$ cat src/rtl/p_d_seq.sv
// ---------------------------------------------------------------------------
// p_d_seq : sequential 3-to-8 priority decoder with valid/ready input.
//
// It accepts one 3-bit index per transaction and drives the matching one-hot
// line on d_out for HOLD cycles. It then inserts GAP forced idle cycles. This
// is the receive-side partner of the 8-to-3 priority encoder: in_none marks
// the encoder's "no bit set" case, which shares code 000 and decodes to zero.
//
// Parameters
//   HOLD  cycles d_out stays asserted per transaction (1..255)
//   GAP   forced idle cycles after each transaction   (0..15)
//
// Ports
//   clk       clock, rising edge
//   rst_n     asynchronous active-low reset
//   in_valid  upstream index valid
//   in_ready  block can accept an index (0 in reset and while abort=1)
//   in_code   index to decode, 0..7
//   in_none   decode to all-zero instead of a one-hot line
//   abort     synchronous cancel of the current transaction
//   d_out     registered one-hot output (or zero)
//   busy      registered, high in DRIVE and GAP
//   done      one-cycle pulse on the last DRIVE cycle
//   err       sticky loopback mismatch flag
//
// Build option
//   P_D_LOOPBACK_EN  when defined, an internal 8-to-3 priority encoder
//                    re-encodes d_out during DRIVE and sets err on a mismatch
//                    with the latched code. When undefined, err is tied to 0.
// ---------------------------------------------------------------------------
module p_d_seq #(
  parameter int unsigned HOLD = 4,
  parameter int unsigned GAP  = 1
) (
  input  logic       clk,
  input  logic       rst_n,
  input  logic       in_valid,
  output logic       in_ready,
  input  logic [2:0] in_code,
  input  logic       in_none,
  input  logic       abort,
  output logic [7:0] d_out,
  output logic       busy,
  output logic       done,
  output logic       err
);

  // The hold counter is loaded with HOLD-1. DRIVE therefore lasts exactly
  // HOLD cycles: it ends in the cycle where the counter reads zero.
  localparam logic [7:0] HOLD_LOAD = 8'(HOLD - 1);
  // With GAP=0 the GAP state is never entered, so its load value is unused.
  localparam bit         HAS_GAP   = (GAP > 0);
  localparam logic [3:0] GAP_LOAD  = HAS_GAP ? 4'(GAP - 1) : 4'd0;

  typedef enum logic [1:0] {
    ST_IDLE  = 2'd0,
    ST_DRIVE = 2'd1,
    ST_GAP   = 2'd2
  } state_e;

  state_e     state_q;
  logic [7:0] hold_cnt_q;
  logic [3:0] gap_cnt_q;
  logic [2:0] code_q;
  logic       none_q;
  logic [7:0] d_out_q;
  logic       busy_q;

  // One-hot decodes of the live input index and of the latched index.
  logic [7:0] onehot_in_d;
  logic [7:0] onehot_lat_d;
  logic [7:0] accept_pattern_d;
  logic [7:0] latched_pattern_d;
  logic       accept_d;

  genvar gi;
  generate
    for (gi = 0; gi < 8; gi++) begin : g_dec
      assign onehot_in_d[gi]  = (in_code == 3'(gi));
      assign onehot_lat_d[gi] = (code_q  == 3'(gi));
    end
  endgenerate

  assign accept_pattern_d  = in_none ? 8'h00 : onehot_in_d;
  assign latched_pattern_d = none_q  ? 8'h00 : onehot_lat_d;

  // Ready is decoded from the state. It is also gated by reset and abort,
  // so no index is taken while the block is held in reset or being
  // cancelled.
  assign in_ready = rst_n && !abort && (state_q == ST_IDLE);
  assign accept_d = in_valid && in_ready;

  // done is decoded from the state and the counter, with no input path.
  assign done  = (state_q == ST_DRIVE) && (hold_cnt_q == 8'd0);
  assign d_out = d_out_q;
  assign busy  = busy_q;

  // -------------------------------------------------------------------------
  // Sequencer: state, counters, latched index and registered outputs.
  // -------------------------------------------------------------------------
  always_ff @(posedge clk or negedge rst_n) begin
    if (!rst_n) begin
      state_q    <= ST_IDLE;
      hold_cnt_q <= 8'd0;
      gap_cnt_q  <= 4'd0;
      code_q     <= 3'd0;
      none_q     <= 1'b0;
      d_out_q    <= 8'h00;
      busy_q     <= 1'b0;
    end else if (abort) begin
      // The cancel wins over every other transition. In IDLE, in_ready is
      // already 0, so nothing is accepted in the same cycle.
      state_q    <= ST_IDLE;
      hold_cnt_q <= 8'd0;
      gap_cnt_q  <= 4'd0;
      d_out_q    <= 8'h00;
      busy_q     <= 1'b0;
    end else begin
      case (state_q)
        ST_IDLE: begin
          if (accept_d) begin
            code_q     <= in_code;
            none_q     <= in_none;
            hold_cnt_q <= HOLD_LOAD;
            // d_out is valid from the acceptance edge onward.
            d_out_q    <= accept_pattern_d;
            busy_q     <= 1'b1;
            state_q    <= ST_DRIVE;
          end
        end

        ST_DRIVE: begin
          if (hold_cnt_q != 8'd0) begin
            hold_cnt_q <= hold_cnt_q - 8'd1;
            // Each cycle, d_out is rebuilt from the latched index. A
            // disturbed output register then recovers on the next edge,
            // and the live in_code has no influence here.
            d_out_q    <= latched_pattern_d;
          end else begin
            d_out_q <= 8'h00;
            if (HAS_GAP) begin
              state_q   <= ST_GAP;
              gap_cnt_q <= GAP_LOAD;
            end else begin
              state_q <= ST_IDLE;
              busy_q  <= 1'b0;
            end
          end
        end

        ST_GAP: begin
          if (gap_cnt_q != 4'd0) begin
            gap_cnt_q <= gap_cnt_q - 4'd1;
          end else begin
            state_q <= ST_IDLE;
            busy_q  <= 1'b0;
          end
        end

        default: begin
          state_q <= ST_IDLE;
          d_out_q <= 8'h00;
          busy_q  <= 1'b0;
        end
      endcase
    end
  end

`ifdef P_D_LOOPBACK_EN
  // -------------------------------------------------------------------------
  // Loopback check: re-encode what is actually on d_out and compare it with
  // the index we meant to drive. Highest set bit wins; zero encodes to 000.
  // -------------------------------------------------------------------------
  function automatic logic [2:0] enc8(input logic [7:0] v);
    logic [2:0] r;
    r = 3'd0;
    for (int i = 0; i < 8; i++) begin
      if (v[i]) r = 3'(i);
    end
    return r;
  endfunction

  logic err_q;
  logic loop_mismatch_d;

  // A none transaction drives zero on purpose, so it is excluded from the
  // check: zero would re-encode to 000 whatever index was latched.
  assign loop_mismatch_d = (state_q == ST_DRIVE) && !none_q &&
                           (enc8(d_out_q) != code_q);

  always_ff @(posedge clk or negedge rst_n) begin
    if (!rst_n) begin
      err_q <= 1'b0;
    end else if (abort) begin
      err_q <= 1'b0;
    end else if (loop_mismatch_d) begin
      err_q <= 1'b1;
    end
  end

  assign err = err_q;
`else
  assign err = 1'b0;
`endif

endmodule

$ cat config.mk
export PLATFORM = sky130hd
export DESIGN_NAME = p_d_seq
export DESIGN_NICKNAME = d
export VERILOG_FILES = /design/src/rtl/p_d_seq.sv
export SDC_FILE = /design/constraint.sdc
export NUM_CORES = 1
export LEC_CHECK = 0
export ABC_AREA = 1
export CORE_AREA = 2 2 47 82
export CTS_BUF_LIST = sky130_fd_sc_hd__clkbuf_2
export DETAILED_ROUTE_END_ITERATION = 7
export DIE_AREA = 0 0 49 84
export GPL_ROUTABILITY_DRIVEN = 0
export GPL_TIMING_DRIVEN = 0
export PLACE_DENSITY_LB_ADDON = 0.08
export SYNTH_ARGS = -nofsm -noshare
export SYNTH_HDL_FRONTEND = slang
export SYNTH_SLANG_ARGS = --single-unit
$ cat constraint.sdc
create_clock -name clk -period 1.85 [get_ports clk]
set_input_delay 0.185 -clock clk [delete_from_list [all_inputs] [get_ports clk]]
set_output_delay 0.185 -clock clk [all_outputs]
set_load 0.1 [all_outputs]
## After elaboration in Yosys (flattened, before gate mapping)

Index checks and enable logic that the tools add are counted.

| operators by class | value |
|---|---|
| equal/unequal tests | 23 |
| muxes and demuxes | 23 |
| reduce and logical (&&, ||, !) cells | 19 |
| $add $sub $neg | 2 |
| bitwise gates (word level) | 1 |

Operators with widths:

| operator | number |
|---|---|
| 2-to-1 mux 8 bit | 8 |
| == test 3 bit, second input constant | 8 |
| one-hot mux 8 bit (3 select lines) | 1 |
| one-hot mux 8 bit (2 select lines) | 1 |
| AND reduction 3 bit | 5 |
| == test 3 x 2 -> 1 bit, second input constant | 4 |
| 2-to-1 mux 4 bit | 3 |
| inequality test 3 bit, second input constant | 4 |
| zero test 8 bit | 1 |
| 2-to-1 mux 2 bit | 4 |
| one-hot mux 4 bit (2 select lines) | 1 |
| nonzero test 8 bit | 1 |
| subtractor 8 x 1 -> 8 bit, second input constant | 1 |
| == test 3 x 1 -> 1 bit, second input constant | 2 |
| zero test 3 bit | 2 |
| one-hot mux 2 bit (3 select lines) | 1 |
| nonzero test 3 bit | 2 |
| logical AND 1 bit | 4 |
| inequality test 2 bit, second input constant | 2 |
| nonzero test 4 bit | 1 |
| subtractor 4 x 1 -> 4 bit, second input constant | 1 |
| 2-to-1 mux 1 bit | 3 |
| inequality test 3 x 2 -> 1 bit, second input constant | 1 |
| one-hot mux 1 bit (3 select lines) | 1 |
| other kinds (6) | 6 |

| storage, ports and cells | value |
|---|---|
| output and inout bits | 12 |
| flip-flop bits (word level) | 27 |
| input bits | 8 |

## Depth between registers and ports, before layout

| logic depth | value |
|---|---|
| word-level depth | 7 |
| depth in mapped cells | 9 |
| gate-level depth less buffers | 9 |

## Worst setup path after synthesis

Ideal clock, no wire load.

| timing path | value |
|---|---|
| kind | register -> output |
| start point | register hold_cnt_q[0] |
| end point | output port done |
| path slack | -0.666 ns |
| arrival | 2.331 ns |
| buffers on the path | 0 |
| stages on the path, launching flop included | 7 |
| cells stage by stage | dfrtp_1 inv_1 ha_1 nand3_1 nor2_4 clkinv_1 nor2_1 |

| on the way | value |
|---|---|
| longest elaborated chain between the ends | 2 |

Ends and longest elaborated chain:

| what | RTL line | source |
|---|---|---|
| start, declared | 62 | `logic [7:0] hold_cnt_q;` |
| start signal, assigned | 134 | `hold_cnt_q <= hold_cnt_q - 8'd1;` |
| zero test 8 bit | 94 | `assign done = (state_q == ST_DRIVE) && (hold_cnt_q == 8'd0);` |
| logical AND 1 bit | 94 |  |
| end, declared | 44 | `output logic done,` |

Every way passes these cells.

## Worst setup path in the final report

Same ends and word-level chain as after synthesis.

==> results.tsv <==
stage	metric	value	unit
sta	max_freq	0.5581	GHz
route	drtAntennaViolNets	0	
route	dr.pass1.iters	4	
die	start_util	0.4696	
clocking	htreeDepth	1	
logic_synthesis	synth.most_common_cell	nand2_1	
route	routed_wl	3839	µm
finish	nFillCells	336	
sta	worstMarginPinSlew	943.6	ps
route	wire_per_inst	12.42	µm
die	dieHeight	84	µm
worst_setup_path	crit_top_cell	nor2_4	
sta	relSlewSlack	0.3734	
global_route	track_usage	0.1984	
logic_synthesis	avgSynthCellArea	7.249	µm²
placement	hpwlAfterDp	2794	µm
worst_setup_path	end_kind	output port	
die	rows	29	
job	cap_violations	0	
logic_synthesis	yosysUniqueCellTypes	25	
finish	drive_gt1_frac	0.2395	
finish	utilization	0.5823	
finish	multi_input_area	872.1	µm²
clocking	cts-root-buf	clkbuf_2	
outcome	outcome	finished clean	
logic_synthesis	synth_nets	240	
logic_synthesis	synth_flop_cell	dfrtp_1	
route	drtIter0Drc	15	
logic_synthesis	yosys-top-cells-count	nand2_1 (70), dfrtp_1 (27), inv_1 (27)	
logic_synthesis	yosysTopAreaCell	dfrtp_1	
global_route	grt_first_pass_wirelength	6417	µm
finish	antennaDiodeCount	0	
logic_synthesis	yosys-top-cells-area	dfrtp_1 (41%), nand2_1 (16%), inv_1 (6.1%)	
route	viasPerCell	4.903	
placement	io_buffers	18	
die	num_io_pins	20	
clocking	cts.sinks	27	
logic_synthesis	ys_seq_area_frac	0.4088	
worst_setup_path	cp.required	1660	ps
die	dieWidth	49	µm
power_and_ir_drop	power_density	820.1	nW/µm²
worst_setup_path	reg2reg_depth	11	
sta	period_minus_slack	1792	ps
route	vias	1515	
clocking	tritoncts	built	
logic_synthesis	synth_seq_cells	27	
finish	final_nets	276	
sta	slew_viol_final	0	
finish	regArea	678.2	µm²
worst_setup_path	regToRegSetupSlack	180	ps
worst_setup_path	slowest_stage	dfrtp_1	
worst_hold_path	holdCritPathClass	in -> async	
logic_synthesis	synthArstFlopShare	1.000	
power_and_ir_drop	leakage	1.031	nW
die	die-area	4116	µm²
sta	rsz0062_at_grt	true	
clocking	clkSlewWorstSetupHoldPaths	300	ps
sta	hold_viol	0	
worst_setup_path	worstReg2RegEnd	hold_cnt_q[0]$_DFFE_PN0P_	
global_route	grt_start_max_net_pins	28	
sta	fin_setup_tns	0	ps
worst_setup_path	critPathLaunchType	flip-flop	
sta	setup_viol	0	
worst_setup_path	r2r_start	hold_cnt_q[0]$_DFFE_PN0P_	
die	core	3520	µm²
worst_setup_path	slowest_delay	450	ps
global_route	antenna_found_initial	0	
logic_synthesis	syn_area	1653	µm²
logic_synthesis	synth_edf_count	0	
worst_setup_path	worst-setup-path-type	reg -> out	
sta	min_period_over_period	0.9686	
worst_setup_path	worstPathArrival	1610	ps
finish	area_delta_synth_final	24.00	%
placement	placed_area	1898	µm²
logic_synthesis	synthCells	228	
clocking	cts_inserted_buffers	3	
power_and_ir_drop	vdd_drop_max	0.5093	mV
worst_setup_path	worstPathCellList	inv_2 > ha_4 > nand3_4 > nor2_4 > clkinv_4 > nor2_4 > buf_12	
sta	fin_hold_ws	367.5	ps
worst_setup_path	cp_max_fo	2	
global_route	grt_pass1_vias	1498	
route	drc	0	
global_route	overflow	0	
finish	final_area	2049	µm²
logic_synthesis	synth_top_area_frac	0.4088	
clocking	cts_buffer_depth	2	
sta	fin_skew	36.19	ps
logic_synthesis	yosysWarnings	0	
clocking	clock_latency	390	ps
==> worst max-delay path: cells and delay by family (launching register included) <==
family                     cells  cell delay, ps
adders and majority gates      1             140
and+or+nand+nor                3             330
DFF                            1             450
buffers and inverters          3             330
==> routing by layer <==
layer	vias up	global-route usage	wire [µm]
met4	0	0.06234	30
li1	791	-	-
met2	14	0.3948	2187
met1	708	0.2106	1549
met3	2	0.01613	71
met5	-	0	0
==> registers in the layout, summed over array words and instances, names as in the netlist <==
name and cells:
state_q 2, code_q 3, busy 1, d_out 8
gap_cnt_q 4, none_q 1, hold_cnt_q 8
==> repair_timing <==
action | in CTS | in global routing
gates resized for setup | 42 | 14
hold buffers | 2 | 0
endpoints found under the setup margin | 33 | 10
cloned | 0 | 0
hold endpoints to repair | 27 | 0
pin swaps | 1 | 4
setup buffers | 6 | 5
==> final cells by class <==
cell class | instances | share of cell area
tap | 46 | 0.02808
timing repair buffer | 31 | 0.1306
clock inverter | 1 | 0.004273
sequential | 27 | 0.3309
inverter | 31 | 0.05922
multi-input combinational | 166 | 0.4255
clock buffer | 3 | 0.007326
buffer | 4 | 0.01404
==> worst max path at each step <==
stage	startpoint	endpoint	slack, ps	depth (start not counted)
after CTS	d_out[2]$_DFFE_PN0P_	d_out[2]	0.3	1
after floorplan	state_q[0]$_DFFE_PN0P_	hold_cnt_q[0]$_DFFE_PN0P_	7	9
after detailed placement	rst_n	in_ready	-1390	4
after global routing	hold_cnt_q[0]$_DFFE_PN0P_	done	-50	7
final	hold_cnt_q[0]$_DFFE_PN0P_	done	60	7
after global placement	rst_n	in_ready	-1460	4
==> layout by cell type (no fill, tap or decap), types with 7 or more instances in the layout <==
master / instances
nand2_1: 70
inv_1: 25
dfrtp_1: 25
o21ai_0: 20
nand3_1: 19
nor2_1: 18
buf_4: 12
clkbuf_2: 10
nand4_1: 7
==> cell families after synthesis <==
logic type,count (synthesis),share of synthesized area
adder cells (fa/ha/maj),4,0.03028
buffers and inverters,35,0.08781
flip-flops,27,0.4088
AND/OR/NAND/NOR,133,0.3724
other,1,0.002269
AO/OA/AOI/OAI,28,0.09841
==> stage by stage <==
stage,total power [mW],worst slack [ps],instances
after global routing,1.797,-54.26,309
after global placement,1.308,-1459,292
final,1.681,58.10,309
after CTS,1.635,0.3182,304
after detailed placement,1.314,-1388,292
after floorplan,1.166,7.018,228
==> power breakdown <==
group	leakage [nW]	switching (mW)	internal (mW)
sequential	0.361	0.0500	0.648
combinational	0.653	0.468	0.264
clock	0.0170	0.193	0.0566
total	1.03	0.712	0.969
(Power assumes the default switching activity.)
